--- config.mk ---
export PLATFORM = sky130hd
export DESIGN_NAME = trdb_packet_decoder
export DESIGN_NICKNAME = d
export VERILOG_FILES = /design/src/rtl/trdb_packet_decoder.sv
export SDC_FILE = /design/constraint.sdc
export NUM_CORES = 1
export LEC_CHECK = 0
export ABC_AREA = 0
export CORE_MARGIN = 2
export CORE_UTILIZATION = 50
export DETAILED_ROUTE_END_ITERATION = 10
export GPL_ROUTABILITY_DRIVEN = 1
export GPL_TIMING_DRIVEN = 0
export HOLD_SLACK_MARGIN = 0.02
export PLACE_DENSITY = 0.75
export SETUP_SLACK_MARGIN = 0.5
export SLEW_MARGIN = 20
export SYNTH_ARGS = -nofsm -noshare
export SYNTH_HDL_FRONTEND = slang
export SYNTH_SLANG_ARGS = --single-unit
--- constraint.sdc ---
create_clock -name clk_i -period 14.3 [get_ports clk_i]
set_input_delay 4.29 -clock clk_i [delete_from_list [all_inputs] [get_ports clk_i]]
set_output_delay 4.29 -clock clk_i [all_outputs]
set_load 0.05 [all_outputs]
--- src/rtl/trdb_packet_decoder.sv ---
// -----------------------------------------------------------------------------
// trdb_packet_decoder
//
// Receive side of the trace packet stream. Takes one decoded packet per
// pkt_valid_i/pkt_ready_o handshake and turns it into:
//   - a stream of branch outcomes, one taken/not-taken bit per handshake, and
//   - a reconstructed absolute address. Differential packets are added to the
//     last address; full packets are sign-extended from keep_bits.
//
// Encodings on the packet side:
//   pkt_format_i    : 0 F_BRANCH_FULL, 1 F_BRANCH_DIFF, 2 F_ADDR_ONLY, 3 F_SYNC
//   pkt_subformat_i : 0 SF_START, 1 SF_EXCEPTION, 2 SF_CONTEXT, 3 SF_UNDEF
//
// Ports:
//   clk_i, rst_i          clock, synchronous active-high reset
//   pkt_valid_i/ready_o   packet handshake (ready only while idle)
//   pkt_format_i          packet format
//   pkt_subformat_i       sync subformat
//   pkt_addr_i            address field, low keep_bits bits significant
//   pkt_keep_bits_i       number of significant address bits
//   pkt_branch_cnt_i      branches in the map, 0 means a full map
//   pkt_branch_map_i      bit 0 = oldest branch, 1 = taken
//   branch_valid_o/ready_i, branch_taken_o   branch outcome stream
//   addr_valid_o/ready_i, addr_o, addr_sync_o  reconstructed address
//   synced_o              a sync packet has been seen since reset
//   drop_o                one-cycle pulse when a packet is discarded
//
// Optional build macro TRDB_DECODER_STATS_EN adds stat_pkts_o / stat_drops_o,
// saturating 32-bit counters of accepted packets and drop pulses.
// -----------------------------------------------------------------------------
module trdb_packet_decoder #(
   parameter int XLEN     = 32,
   parameter int BMAP_LEN = 31,
   parameter int CNT_W    = 5,
   localparam int KB_W    = $clog2(XLEN) + 1
) (
   input  logic                clk_i,
   input  logic                rst_i,
   input  logic                pkt_valid_i,
   output logic                pkt_ready_o,
   input  logic [1:0]          pkt_format_i,
   input  logic [1:0]          pkt_subformat_i,
   input  logic [XLEN-1:0]     pkt_addr_i,
   input  logic [KB_W-1:0]     pkt_keep_bits_i,
   input  logic [CNT_W-1:0]    pkt_branch_cnt_i,
   input  logic [BMAP_LEN-1:0] pkt_branch_map_i,
   output logic                branch_valid_o,
   input  logic                branch_ready_i,
   output logic                branch_taken_o,
   output logic                addr_valid_o,
   input  logic                addr_ready_i,
   output logic [XLEN-1:0]     addr_o,
   output logic                addr_sync_o,
   output logic                synced_o,
   output logic                drop_o
`ifdef TRDB_DECODER_STATS_EN
   ,
   output logic [31:0]         stat_pkts_o,
   output logic [31:0]         stat_drops_o
`endif
);

   localparam logic [1:0] F_BRANCH_FULL = 2'd0;
   localparam logic [1:0] F_BRANCH_DIFF = 2'd1;
   localparam logic [1:0] F_ADDR_ONLY   = 2'd2;
   localparam logic [1:0] F_SYNC        = 2'd3;

   localparam logic [1:0] SF_START      = 2'd0;
   localparam logic [1:0] SF_EXCEPTION  = 2'd1;

   localparam logic [CNT_W-1:0] BMAP_N = CNT_W'(BMAP_LEN);
   localparam logic [KB_W-1:0]  XLEN_K = KB_W'(XLEN);

   typedef enum logic [1:0] {
      S_IDLE   = 2'd0,
      S_BRANCH = 2'd1,
      S_ADDR   = 2'd2
   } state_e;

   state_e state, state_nx;

   // Registered datapath
   logic [BMAP_LEN-1:0] shreg;
   logic [CNT_W-1:0]    cnt_q;
   logic                has_addr_q;   // branch packet is followed by an address
   logic [XLEN-1:0]     addr_q;
   logic                sync_q;
   logic [XLEN-1:0]     last_addr;
   logic                synced_q;
   logic                drop_q;

   // Packet decode
   logic                accept;
   logic                is_sync_addr;
   logic                is_drop;
   logic                is_branch;
   logic                pkt_has_addr;
   logic                pkt_diff;
   logic [CNT_W-1:0]    n_cnt;
   logic [KB_W-1:0]     sh;
   logic [XLEN-1:0]     shl;
   logic [XLEN-1:0]     ext;
   logic [XLEN-1:0]     new_addr;

   assign accept = pkt_valid_i & (state == S_IDLE);

   // Classify the packet. Before the first sync only address-carrying sync
   // packets mean anything; everything non-sync is thrown away, and the
   // context/undefined sync subformats are consumed silently in any state.
   always_comb begin
      is_sync_addr = 1'b0;
      is_drop      = 1'b0;
      is_branch    = 1'b0;
      pkt_has_addr = 1'b0;
      pkt_diff     = 1'b0;
      if (pkt_format_i == F_SYNC) begin
         if (pkt_subformat_i == SF_START || pkt_subformat_i == SF_EXCEPTION)
            is_sync_addr = 1'b1;
      end else if (!synced_q) begin
         is_drop = 1'b1;
      end else begin
         case (pkt_format_i)
            F_ADDR_ONLY: pkt_has_addr = 1'b1;
            F_BRANCH_FULL: begin
               is_branch    = 1'b1;
               pkt_has_addr = (pkt_branch_cnt_i != '0);
            end
            F_BRANCH_DIFF: begin
               is_branch    = 1'b1;
               pkt_has_addr = (pkt_branch_cnt_i != '0);
               pkt_diff     = 1'b1;
            end
            default: ;
         endcase
      end
   end

   // Zero means a full map; anything beyond the map width is clamped.
   always_comb begin
      if (pkt_branch_cnt_i == '0 || pkt_branch_cnt_i > BMAP_N)
         n_cnt = BMAP_N;
      else
         n_cnt = pkt_branch_cnt_i;
   end

   // Sign extension from bit k-1: push the significant field to the top and
   // arithmetic-shift it back down. k==0 and k>=XLEN pass the field through.
   always_comb begin
      sh  = '0;
      shl = '0;
      if (pkt_keep_bits_i == '0 || pkt_keep_bits_i >= XLEN_K) begin
         ext = pkt_addr_i;
      end else begin
         sh  = XLEN_K - pkt_keep_bits_i;
         shl = pkt_addr_i << sh;
         ext = $signed(shl) >>> sh;
      end
   end

   // Differential addresses wrap modulo 2**XLEN.
   assign new_addr = pkt_diff ? (last_addr + ext) : ext;

   // State register
   always_ff @(posedge clk_i) begin
      if (rst_i) state <= S_IDLE;
      else       state <= state_nx;
   end

   // Next-state logic
   always_comb begin
      state_nx = state;
      case (state)
         S_IDLE: begin
            if (accept) begin
               if (is_branch)
                  state_nx = S_BRANCH;
               else if (is_sync_addr || pkt_has_addr)
                  state_nx = S_ADDR;
            end
         end
         S_BRANCH: begin
            if (branch_ready_i && cnt_q == CNT_W'(1))
               state_nx = has_addr_q ? S_ADDR : S_IDLE;
         end
         S_ADDR: begin
            if (addr_ready_i) state_nx = S_IDLE;
         end
         default: state_nx = S_IDLE;
      endcase
   end

   // Outputs. Data outputs are forced to zero outside their valid state so
   // stale map bits or addresses never leak onto the sinks.
   always_comb begin
      pkt_ready_o    = (state == S_IDLE);
      branch_valid_o = (state == S_BRANCH);
      branch_taken_o = (state == S_BRANCH) & shreg[0];
      addr_valid_o   = (state == S_ADDR);
      addr_o         = (state == S_ADDR) ? addr_q : '0;
      addr_sync_o    = (state == S_ADDR) & sync_q;
      synced_o       = synced_q;
      drop_o         = drop_q;
   end

   // Datapath. last_addr follows every accepted address-carrying packet at
   // acceptance time, so it already reflects a packet whose branches are
   // still being drained.
   always_ff @(posedge clk_i) begin
      if (rst_i) begin
         shreg      <= '0;
         cnt_q      <= '0;
         has_addr_q <= 1'b0;
         addr_q     <= '0;
         sync_q     <= 1'b0;
         last_addr  <= '0;
         synced_q   <= 1'b0;
         drop_q     <= 1'b0;
      end else begin
         drop_q <= accept & is_drop;
         if (accept) begin
            if (is_sync_addr) begin
               addr_q    <= pkt_addr_i;
               sync_q    <= 1'b1;
               last_addr <= pkt_addr_i;
               synced_q  <= 1'b1;
            end else if (pkt_has_addr) begin
               addr_q    <= new_addr;
               sync_q    <= 1'b0;
               last_addr <= new_addr;
            end
            if (is_branch) begin
               shreg      <= pkt_branch_map_i;
               cnt_q      <= n_cnt;
               has_addr_q <= pkt_has_addr;
            end
         end else if (state == S_BRANCH && branch_ready_i) begin
            shreg <= shreg >> 1;
            cnt_q <= cnt_q - 1'b1;
         end
      end
   end

`ifdef TRDB_DECODER_STATS_EN
   // Saturating statistics; the drop counter steps on the same edge that
   // raises drop_o.
   always_ff @(posedge clk_i) begin
      if (rst_i) begin
         stat_pkts_o  <= '0;
         stat_drops_o <= '0;
      end else begin
         if (accept && stat_pkts_o != '1)
            stat_pkts_o <= stat_pkts_o + 32'd1;
         if (accept && is_drop && stat_drops_o != '1)
            stat_drops_o <= stat_drops_o + 32'd1;
      end
   end
`endif

endmodule

# Yosys cells after proc, flatten, opt, wreduce, memory -nomap -nowiden
# Cells that the tools add are included.
[word_totals]
elab_cells = 85
out_inout_bits = 39
register_bits = 74
input_bits = 83
[op_classes]
n_bitwise = 4
n_reduce_logical = 20
mux = 34
shifts = 2
addsub = 3
eq_ne = 12
order_cmp = 2
[op_table]
columns = ["op", "count"]
rows = [
  ["$mux W32", 5],
  ["$mux W31", 3],
  ["$add A32 B32 Y32", 1],
  ["$shl A32 B6 Y32", 1],
  ["$sshr A32 B6 Y32", 1],
  ["$mux W5", 4],
  ["$mux W1", 14],
  ["$mux W2", 6],
  ["$ne A2 B1 Y1 const B", 4],
  ["$reduce_and A2 Y1", 4],
  ["$eq A2 B1 Y1 const B", 3],
  ["$eq A2 B2 Y1 const B", 3],
  ["$ge A6 B6 Y1 const B", 1],
  ["$logic_not A2 Y1", 3],
  ["$logic_not A6 Y1", 1],
  ["$pmux W2 S3", 1],
  ["$sub A6 B6 Y6 const A", 1],
  ["$eq A5 B1 Y1 const B", 1],
  ["$gt A5 B5 Y1 const B", 1],
  ["$logic_not A5 Y1", 1],
  ["$reduce_bool A5 Y1", 1],
  ["$sub A5 B1 Y5 const B", 1],
  ["$and A1 B1 Y1", 4],
  ["$logic_or A1 B1 Y1", 4],
  ["other kinds (6)", 8],
]

# Logic depth before layout (Yosys ltp)
# Gate-level depths: netlist (run 1).
[depth]
word_depth = 10
ltp_mapped = 33
mapped_depth_nobuf = 24

# Least setup slack after synthesis (run 1)
# No wires, ideal clock.
[synth_path]
path_kind = "input to register"
from = "input port pkt_keep_bits_i[0]"
to = "register last_addr[31]"
setup_ps = 127
required_ps = 14173
t_arrival_ps = 10735
path_stages = 32
n_path_buf = 9
path_slack_ps = 3438
path_cell_list = "buf_6 buf_6 buf_6 buf_6 inv_1 clkbuf_1 buf_1 ha_1 buf_2 xor2_1 buf_2 buf_2 mux2i_1 a211oi_1 nor4_1 a22oi_1 nand2_1 a211oi_1 a211oi_1 nand2b_1 a21boi_0 ha_1 a21o_1 a21oi_1 nor4b_1 o311ai_0 and3_1 o21a_1 or3_1 and4_1 a311oi_1 o21ai_0"
[synth_between]
elab_chain_cells = 8
elab_cells_between_ends = 11
cone_classes = "2 x add/sub; 1 x order compare; 2 x shift; 4 x mux; 2 x reduce/logical"
[synth_rtl]
columns = ["item", "line", "rtl"]
rows = [
  ["start: declaration", "44", "input logic [KB_W-1:0] pkt_keep_bits_i,"],
  ["$sub A6 B6 Y6", "154", "sh = XLEN_K - pkt_keep_bits_i;"],
  ["$shl A32 B6 Y32", "155", "shl = pkt_addr_i << sh;"],
  ["$sshr A32 B6 Y32", "156", "ext = $signed(shl) >>> sh;"],
  ["$mux W32 (*)", "151", "if (pkt_keep_bits_i == '0 || pkt_keep_bits_i >= XLEN_K) begin"],
  ["$add A32 B32 Y32", "161", "assign new_addr = pkt_diff ? (last_addr + ext) : ext;"],
  ["$mux W32 (*)", "161", ""],
  ["$mux W32 (*)", "226", "end else if (pkt_has_addr) begin"],
  ["$mux W32 (*)", "221", "if (is_sync_addr) begin"],
  ["end signal: assignment", "224", "last_addr <= pkt_addr_i;"],
  ["end signal: assignment", "229", "last_addr <= new_addr;"],
  ["end: declaration", "88", "logic [XLEN-1:0] last_addr;"],
]
# Every way passes the cells marked *; elsewhere a longest branch is shown, timed or not. The select of a mux whose other input is x is not followed.
# A chain may end at the register's enable or synchronous reset.

# Final worst setup path (run 1)
[layout_path]
from = "input port pkt_keep_bits_i[0]"
to = "register last_addr[26]"
# Same word-level chain as after synthesis.

==> results of run 1 <==
## worst max path at each step
| stage | from | end | slack (ns) |
|---|---|---|---|
| 2_1_floorplan | pkt_keep_bits_i[0] | last_addr[31] | 3.44 |
| 3_3_place_gp | pkt_keep_bits_i[0] | last_addr[21] | 0.53 |
| 3_5_place_dp | pkt_keep_bits_i[0] | last_addr[25] | 0.49 |
| 4_1_cts | pkt_keep_bits_i[0] | last_addr[21] | 0.83 |
| 5_1_grt | pkt_keep_bits_i[0] | last_addr[26] | 0.53 |
| 6_report | pkt_keep_bits_i[0] | last_addr[26] | 0.81 |
## where the power goes
group | switching, W | leakage, nW | internal, W
combinational | 0.000284 | 3.46 | 0.000159
sequential | 0.00000585 | 0.599 | 0.000213
clock | 0.000103 | 0.171 | 0.000172
## cell families after synthesis
family	synth area share
compound gates	0.340
xor+xnor	0.0303
fa+ha+maj	0.0455
buf+inv	0.0590
flops	0.151
mux	0.136
simple gates	0.238
## cells in the final DEF, fill, tap and decap left out, types with 39 or more instances in the layout
| cell type | netlist | final |
|---|---|---|
| a211oi_1 | 39 | 39 |
| a21oi_1 | 95 | 95 |
| and2_1 | 43 | 43 |
| clkbuf_1 | 72 | 72 |
| clkdlybuf4s50_1 | 0 | 117 |
| dfxtp_1 | 74 | 74 |
| nand2_1 | 194 | 194 |
| nand3_1 | 44 | 44 |
| nor2_1 | 127 | 127 |
| o21ai_0 | 76 | 76 |
## per-layer routing
metal	GRT usage	share of wire	vias up
met5	0	0	-
met4	0.219	0.060	0
met3	0.0990	0.13	219
met2	0.643	0.42	997
met1	0.563	0.39	5762
li1	-	-	5399
## layout make-up
| cell class | count | area (µm²) | area share |
|---|---|---|---|
| clock buffers | 9 | 225 | 0.0193 |
| clock inverters | 7 | 125 | 0.0107 |
| flip-flops and latches | 74 | 1480 | 0.127 |
| multi-input cells | 1137 | 7740 | 0.664 |
| plain buffers | 112 | 497 | 0.0426 |
| repair buffers | 117 | 1170 | 0.100 |
| inverters | 22 | 82.6 | 0.00709 |
| well taps | 265 | 332 | 0.0285 |
## what timing repair did
item	CTS	global route
gates resized for setup	0	2
setup endpoints to repair	0	10
hold buffers	0	0
## worst max-delay path, delay by kind of cell
family / cells / cell delay [ns]
xor gates and xnor gates: 1 / 0.17
buffers and inverters: 11 / 3.20
adders and majority gates: 3 / 1.00
and+or+nand+nor: 4 / 1.14
AOI/OAI and AO/OA: 13 / 3.39
muxes: 1 / 0.45
## through the flow
step | cells | worst slack (ns) | power [W] | utilization | cell area, µm²
floorplan | 1345 | 3.44 | 0.000502 | - | 9790
global placement | 1727 | 0.533 | 0.000643 | 0.584 | 11300
detailed placement | 1727 | 0.488 | 0.000644 | 0.584 | 11300
CTS | 1743 | 0.835 | 0.000917 | 0.602 | 11600
global route | 1743 | 0.534 | 0.000967 | 0.603 | 11700
finish | 1743 | 0.813 | 0.000938 | 0.603 | 11700
## sequential cells by signal, summed over array words and instances (netlist names)
register	flops
state	2
last_addr	32
synced_o	1
drop_o	1
sync_q	1
cnt_q	5
shreg	31
has_addr_q	1
==> flow_summary.json, run 1 <==
{
  "routed_wl_mm": 44.9,
  "yosysWarnings": 0,
  "drv_cap": 0,
  "wire_per_inst_um": 25.7,
  "fillers": 1882,
  "finalSetupTns_ns": 0,
  "layout-drive-gt1-share": 0.0792,
  "worst_path_largest_cell_delay_ns": 0.78,
  "finalHoldViolations": 0,
  "status": "finished clean",
  "grt_pass1_wl_mm": 66.5,
  "synth_flop_cell": "dfxtp_1",
  "hold_start": "sync_q",
  "antenna_found_initial": 0,
  "gp_congestion": 1.04,
  "p_leak_nw": 4.23,
  "netlist_top_cells_count": "nand2_1 (194), nor2_1 (127), a21oi_1 (95)",
  "cts.sinks": 74,
  "diodes": 0,
  "area_growth_pct": 19.0,
  "rows": 51,
  "critPathLaunchType": "input port",
  "dieWidth_um": 144,
  "finClkSkew_ns": 0.0113,
  "syn_area_um2": 9790,
  "fin_crit_sh": 0.943,
  "reg2reg_to": "last_addr[26]",
  "peakVddDrop_uv": 62.2,
  "yosys.area.top_type": "dfxtp_1",
  "clk_pin_slew_worst_paths_ns": 0.06,
  "synth_top_cell_area_share": 0.151,
  "cts_tree": "yes",
  "grt_max_degree": 15,
  "track_usage": 0.424,
  "holdPathStages": 2,
  "drc": 0,
  "path_max_fanout": 10,
  "fp.dieArea_um2": 20700,
  "cts_setup_buffers": 0,
  "hold_class": "reg2reg",
  "vias_per_cell": 7.10,
  "r2r_setup_slack_ns": 10.42,
  "rr_worst_depth": 11,
  "synth.avg_cell_area_um2": 7.28,
  "netlist_instances": 1345,
  "slowest_stage": "nor4_1",
  "core_area_um2": 19300,
  "cts_max_level": 3,
  "synth_seq_cells": 74,
  "syn-num-nets": 1463,
  "fp.dieH_um": 144,
  "clock.fmax_mhz": 74.1,
  "cts_buffers": 9,
  "min_period_ns": 13.49,
  "fin_hold_ws_ns": 0.456,
  "synthMostInstantiatedCell": "nand2_1",
  "yosysSeqAreaShare": 0.151,
  "hpwl_mm": 35.2,
  "crit_path_frequent_cell": "buf_6",
  "clockRootBuffer": "clkbuf_16",
  "worstMarginPinSlew_ns": 1.18,
  "min_to": "sync_q",
  "worstPathRequired_ns": 14.50,
  "portBuffers": 117,
  "p_per_area_nw_per_um2": 80.5,
  "r2r-start": "last_addr[0]",
  "relSlewSlack": 0.202,
  "fin_nets": 1591,
  "path_class": "in2reg",
  "clock_path_buffers": 2,
  "endpoint_kind": "register",
  "synthDistinctLibCells": 84,
  "slew_viol_final": 0,
  "start_util": 0.507,
  "dr.pass1.iters": 8,
  "antenna_left": 0,
  "synth_area_leaders": "dfxtp_1 (15%), mux4_2 (8.0%), nand2_1 (7.4%), nor2_1 (4.9%), a21oi_1 (4.9%)",
  "grt_pass1_vias": 11400,
  "drt_iter0_markers": 1632,
  "grt_overflow": 0,
  "rsz0062_at_grt": "no",
  "setup_violations": 0,
  "synthArstFlopShare": 0,
  "io_pins": 122,
  "vias": 12400,
  "clkLatencyLatePin_ns": 0.36,
  "synth_edf_count": 0,
  "cp.arrival_ns": 13.69
}
Note: power is estimated with default switching activity, not from simulation.
==> run 2, diff against run 1 <==
Settings changed: SKIP_LAST_GASP set to 1.
==> results of run 2 <==
The final DEF is identical to that of run 1; final timing and power are the same.
